`src/rtl/rr_mux_arbiter.sv`:
```
// rr_mux_arbiter: round-robin owner selection for the shared 7:1 datapath mux, with a hold-time limit
module rr_mux_arbiter #(
  parameter int N_REQ    = 7,
  parameter int MAX_HOLD = 8,
  parameter int CNT_W    = 8
) (
  input  logic             clk,
  input  logic             reset,
  input  logic [N_REQ-1:0] req,
  output logic [N_REQ-1:0] gnt,
  output logic [2:0]       sel,
  output logic             valid,
  output logic             preempt,
  output logic             busy
);
  typedef enum logic [1:0] {IDLE, GRANT, RELEASE} state_t;
  state_t state, state_n;
  logic [2:0] ptr, ptr_n, sel_n, win;
  logic [CNT_W-1:0] hold_cnt, hold_n;
  logic pre_n;
  logic [N_REQ-1:0] rot, others;
  function automatic logic [2:0] add7(input logic [2:0] a, input logic [2:0] b);
    logic [3:0] s;
    s = {1'b0, a} + {1'b0, b};
    return s >= 4'd7 ? 3'(s - 4'd7) : s[2:0];
  endfunction
  // rotate so bit 0 is the requester at ptr; lowest set bit wins
  always_comb begin
    rot = N_REQ'({req, req} >> ptr);
    win = ptr;
    for (int j = N_REQ - 1; j >= 0; j--)
      if (rot[j]) win = add7(ptr, 3'(j));
  end
  always_comb begin
    state_n = state;
    sel_n   = sel;
    ptr_n   = ptr;
    hold_n  = hold_cnt;
    pre_n   = 1'b0;
    others  = req & ~({{(N_REQ-1){1'b0}}, 1'b1} << sel);
    case (state)
      IDLE: if (|req) begin
        state_n = GRANT;
        sel_n   = win;
        hold_n  = '0;
      end
      GRANT: begin
        hold_n = hold_cnt == CNT_W'(MAX_HOLD) ? hold_cnt : hold_cnt + 1'b1;
        if (!req[sel] || (hold_cnt == CNT_W'(MAX_HOLD) && |others)) begin
          state_n = RELEASE;
          ptr_n   = add7(sel, 3'd1);
          pre_n   = req[sel];
        end
      end
      default: state_n = IDLE;
    endcase
  end
  always_ff @(posedge clk) begin
    if (reset) begin
      state    <= IDLE;
      sel      <= '0;
      ptr      <= '0;
      hold_cnt <= '0;
      preempt  <= 1'b0;
    end else begin
      state    <= state_n;
      sel      <= sel_n;
      ptr      <= ptr_n;
      hold_cnt <= hold_n;
      preempt  <= pre_n;
    end
  end
  assign gnt   = state == GRANT ? {{(N_REQ-1){1'b0}}, 1'b1} << sel : '0;
  assign valid = state == GRANT;
  assign busy  = state != IDLE;
  a_onehot: assert property (@(posedge clk) $onehot0(gnt));
  a_valid:  assert property (@(posedge clk) valid == |gnt);
  a_sel:    assert property (@(posedge clk) !valid || gnt[sel]);
  a_range:  assert property (@(posedge clk) sel <= 3'd6);
endmodule
```
`config.mk`:
```
export PLATFORM = sky130hd
export DESIGN_NAME = rr_mux_arbiter
export DESIGN_NICKNAME = d
export VERILOG_FILES = /design/src/rtl/rr_mux_arbiter.sv
export SDC_FILE = /design/constraint.sdc
export NUM_CORES = 1
export LEC_CHECK = 0
export BUFFER_PORTS_ARGS = -buffer_cell sky130_fd_sc_hd__buf_2
export CAP_MARGIN = 20
export CORE_ASPECT_RATIO = 1.25
export CORE_UTILIZATION = 47
export CTS_CLUSTER_DIAMETER = 120
export DETAILED_ROUTE_END_ITERATION = 16
export GPL_ROUTABILITY_DRIVEN = 0
export PLACE_DENSITY = 0.67
export SLEW_MARGIN = 20
export SYNTH_ARGS = -nofsm -noshare
export SYNTH_HDL_FRONTEND = slang
export SYNTH_SLANG_ARGS = --single-unit
export TNS_END_PERCENT = 30
```
`constraint.sdc`:
```
create_clock -name clk -period 4.22 [get_ports clk]
set_clock_uncertainty 0.1 [all_clocks]
set_input_delay 1.055 -clock clk [delete_from_list [all_inputs] [get_ports clk]]
set_output_delay 1.055 -clock clk [all_outputs]
set_load 0.02 [all_outputs]
```
# Yosys cells after proc, flatten, opt, wreduce, memory -nomap -nowiden
# Cells that the tools add are included.
[word_totals]
word_cells = 78
input_bits = 9
output_inout_bits = 13
register_bits = 17
[op_classes]
n_bitwise = 4
reduce_logical = 13
n_lt_le_gt_ge = 9
shifts = 2
eq_ne = 5
mux = 24
addsub = 16
[op_table]
columns = ["cell", "count"]
rows = [
  ["two-way mux 3 bit", 15],
  [">= comparator 4 x 3 -> 1 bit (second input constant)", 7],
  ["subtractor 3 bit (second input constant)", 8],
  ["two-way mux 8 bit", 2],
  ["case mux 8 bit (2 select lines)", 1],
  ["OR reduction 7 bit", 2],
  [">> shifter 14 x 3 -> 7 bit", 1],
  ["adder 3 x 3 -> 4 bit (second input constant)", 3],
  ["adder 3 x 1 -> 4 bit (second input constant)", 2],
  ["adder 3 x 2 -> 4 bit (second input constant)", 2],
  ["adder 8 x 1 -> 8 bit (second input constant)", 1],
  ["== test 8 x 4 -> 1 bit (second input constant)", 1],
  ["bitwise AND 7 bit", 1],
  ["two-way mux 7 bit", 1],
  ["NOT 7 bit", 1],
  ["<< shifter 1 x 3 -> 7 bit (first input constant)", 1],
  ["AND reduction 2 bit", 3],
  ["less-than comparator 3 x 4 -> 1 bit (second input constant)", 1],
  ["two-way mux 2 bit", 2],
  ["inequality test 2 bit (second input constant)", 2],
  ["case mux 2 bit (2 select lines)", 1],
  ["nonzero test 2 bit", 2],
  ["binary-select mux 1 bit (select 3 bit)", 1],
  [">= comparator 3 bit (second input constant)", 1],
  ["10 further kinds", 11],
]

# Depth between registers and ports, before layout
[depth]
depth_word = 10
mapped_depth = 10
depth_no_buf = 9

# Worst setup path after synthesis
# OpenSTA, ideal clock, no wires.
[synth_timing]
path_type = "input to register"
from = "input req[5]"
to = "register sel[2]"
stages = 7
setup_slack_ns = 1.409
setup_ns = 0.122
arrival_ns = 2.589
path_buffers = 2
t_required_ns = 3.998
path_cell_list = "buf_2 > mux4_2 > buf_6 > nor4b_1 > o311a_1 > o22ai_1 > a221o_1"
[synth_via]
elab_chain_cells = 8
elab_cells_between_ends = 10
cone_classes = "shift: 1; mux: 7; reduce/logical: 2"
[synth_rtl]
columns = ["item", "line_no", "text"]
rows = [
  ["start: declaration", "9", "input logic [N_REQ-1:0] req,"],
  [">> shifter 14 x 3 -> 7 bit", "29", "rot = N_REQ'({req, req} >> ptr);"],
  ["two-way mux 3 bit (7 in a row)", "32", "if (rot[j]) win = add7(ptr, 3'(j));"],
  ["end signal: assignment", "67", "sel <= sel_n;"],
  ["end: declaration", "11", "output logic [2:0] sel,"],
]
# Several ways; a longest one is shown, not always the timed one.
# A chain may end at the register's enable or synchronous reset.

# Worst setup path in the final report
[layout_timing]
from = "register ptr[1]"
to = "register sel[2]"
[layout_via]
elab_chain_cells = 10
elab_cells_between_ends = 35
cone_classes = "add/sub: 13; order compare: 7; shift: 1; mux: 14"
[layout_rtl]
columns = ["item", "line_no", "text"]
rows = [
  ["start: declaration", "18", "logic [2:0] ptr, ptr_n, sel_n, win;"],
  ["start signal: assignment", "68", "ptr <= ptr_n;"],
  ["adder 3 x 3 -> 4 bit", "24", "s = {1'b0, a} + {1'b0, b};"],
  [">= comparator 4 x 3 -> 1 bit or subtractor 3 bit (tied branches)", "25", "return s >= 4'd7 ? 3'(s - 4'd7) : s[2:0];"],
  ["two-way mux 3 bit", "25", ""],
  ["two-way mux 3 bit (6 in a row)", "32", ""],
  ["two-way mux 3 bit (*)", "32", ""],
]
# Mark *: on every way between the ends. The rest lies on a longest branch, timed or not.

==> metrics.md <==
| Metric | Value |
|---|---|
| Sequential fraction of the synthesis area | `0.155` |
| Worst EP arrival | `3.26 ns` |
| Largest delay share family, worst path | `flip-flops` |
| Drt first pass iters | `4` |
| Worst Tran Pin Value | `roughly 0.80 ns` |
| Vias | `2079` |
| DRT iter0 DRCs | `roughly 220` |
| Worst setup EP type | `flop` |
| Total GRT Usage | `0.238` |
| Max Cap Viol | `0` |
| Syn Nets | `slightly below 300` |
| F_max | `approximately 310 MHz` |
| Flops & latches, synth | `17` |
| Final Cycle Share | `0.762` |
| Total gr overflow | `0` |
| Crit-path max FO | `16` |
| Most frequent cells in the layout | `25 x nor2_1, 21 x a211oi_1, 21 x buf_2` |
| Setup repair bufs after CTS | `0` |
| Filler Cells Inserted | `between 400 and 500` |
| Die ar. | `4950 um2` |
| First-pass GRT wire length | `9.47 mm` |
| Fin crit period | `3.22 ns` |
| Clock Sinks | `17` |
| Clock Latency Late Sink | `0.26 ns` |
| CP cell instances | `inv_1, ha_1, fa_1, nand2_1, nor4b_1, o311a_1, o22ai_1, a221o_1` |
| Clock Tree Root | `clkbuf_8` |
| Slew margin rel. | `0.464` |
| Final hold vios | `0` |
| Worst path max stage delay | `~0.85 ns` |
| Via density per instance | `6.22` |
| Initial antenna violation count | `0` |
| Pins Over Slew Limit | `0` |
| CTS H-tree lvls | `1` |
| Ratio of cells with drive above 1 in the final layout | `0.178` |
| Largest net degree at the start of global routing | `30` |
| Cell area after synthesis | `2190 um2` |
| # port buffers | `21` |
| Synth Flop Type | `dfxtp_1` |
| Die Ht | `78.4 um` |
| Status | `completed` |
| CTS clk-pin slew, worst paths | `around 0.08 ns` |
| Row count | `27` |
| Post-CTS resize count | `0` |
| Yosys cell types | `51` |
| CTS tree | `built` |
| Post-Synthesis Cells | `268` |
| CTS Buf Count | `3` |
| EDFF count, synth | `0` |
| DIE WIDTH | `roughly 63 um` |
| CTS Hold Bufs | `0` |
| Drt wl/cell | `16.4 um` |
| PwrDens | `591 nW/um2` |
| Final setup vio count | `0` |
| Setup Crit Path Kind | `reg2reg` |
| Mean Syn Cell Area | `8.18 um2` |
| Max Buffers Root-to-Sink | `2` |
| Maximum vdd drop | `roughly 0.00034 V` |
| Initial Util | `0.492` |
| Ys async rst share | `0` |
| Post-DP HPWL | `a little over 4 mm` |
| Number of global-route vias before repair | `1995` |
| Critical Path Source Type | `flop` |
| Hold WS | `0.451 ns` |
| CP required | `4.27 ns` |
| Critical path buffers and inverters | `1` |
| Area Growth Syn to Fin | `6.56%` |
| DRC | `0` |
| FF+latch area | `340 um2` |
| Nets@finish | `306` |
| Most common cell after layout, fill and taps aside | `nor2_1` |
| Antenna viol nets, final | `0` |
| N_diodes | `0` |
| # IOs | `22` |
| YS warnings | `0` |
| Multi-input gate area | `1700 um2` |
| Unrepaired setup endpoints after global routing | `false` |
| Slowest CP cell | `dfxtp_1` |
| Final wirelength | `5.49 mm` |
| Core area | `4460 um2` |
| Static leakage | `roughly 0.92 nW` |
| Total power | `0.00138 W` |
| Sum Neg Setup Slack | `0 ns` |
| Hold crit path type | `reg2reg` |
==> cells by family after synthesis <==
group	after synthesis	share of synthesized area
xor gates and xnor gates	14	0.0559
DFF	17	0.155
adders and majority gates	20	0.118
and+or+nand+nor	87	0.201
buffers and inverters	35	0.0719
AOI/OAI and AO/OA	75	0.237
muxes	20	0.161
==> tightest hold or removal path: stages, from the launching register on <==
cell	delay [ns]
dfxtp_1	0.36
xor2_1	0.08
nor2_1	0.08
==> synthesized netlist by cell type, drive strengths merged, types with 3 or more instances <==
master / count / share of area
dfxtp: 17 / 0.16
mux4: 12 / 0.12
nand2b: 6 / 0.017
inv: 16 / 0.027
buf: 11 / 0.030
mux2i: 6 / 0.027
a21oi: 19 / 0.043
o211ai: 3 / 0.010
nor3: 9 / 0.021
nand2: 16 / 0.027
o21ai: 10 / 0.025
clkbuf: 8 / 0.014
nor2b: 4 / 0.011
a211oi: 21 / 0.072
nand3: 8 / 0.018
xnor2: 5 / 0.020
or2: 3 / 0.0086
o22ai: 3 / 0.0086
ha: 19 / 0.11
a21boi: 3 / 0.010
xor2: 9 / 0.036
nor2: 25 / 0.043
==> power by group <==
part / switching, W / internal, W
sequential: 0.0000741 / 0.000190
combinational: 0.000588 / 0.000397
clock: 0.0000669 / 0.0000666
total: 0.000729 / 0.000653
==> flip-flops by register name (all words and copies together) (netlist names) <==
name and count:
state 2, ptr 3, preempt 1, sel 3, hold_cnt 8
==> through the flow <==
step	std cells	setup WS [ns]	util	cell area (um2)
floorplan	268	1.41	-	2190
global placement	330	1.04	0.513	2290
detailed placement	330	1.01	0.513	2290
CTS	334	0.986	0.524	2340
global route	334	0.774	0.524	2340
finish	334	1.00	0.524	2340
==> layout make-up <==
cell class | instances | share of cell area
clock buffers | 3 | 0.0177
clock inverters | 1 | 0.00321
inverters | 16 | 0.0257
multi-input cells | 216 | 0.725
flip-flops and latches | 17 | 0.146
well taps | 58 | 0.0310
repair buffers | 23 | 0.0514
==> final timing paths <==
path               startpoint           to  slack, ns  cells after the start
hold reg to reg   hold_cnt[6]  hold_cnt[6]       0.45                      2
setup / recovery       ptr[1]       sel[2]       1.00                      8
hold / removal    hold_cnt[6]  hold_cnt[6]       0.45                      2
setup reg to reg       ptr[1]       sel[2]       1.00                      8
==> metal layers <==
layer  wire [um]  GRT usage
met1        2410      0.304
met2        2760      0.412
met3         192     0.0305
met4         121     0.0674
met5           0          0
No activity file was read; power rests on OpenSTA's default activity.
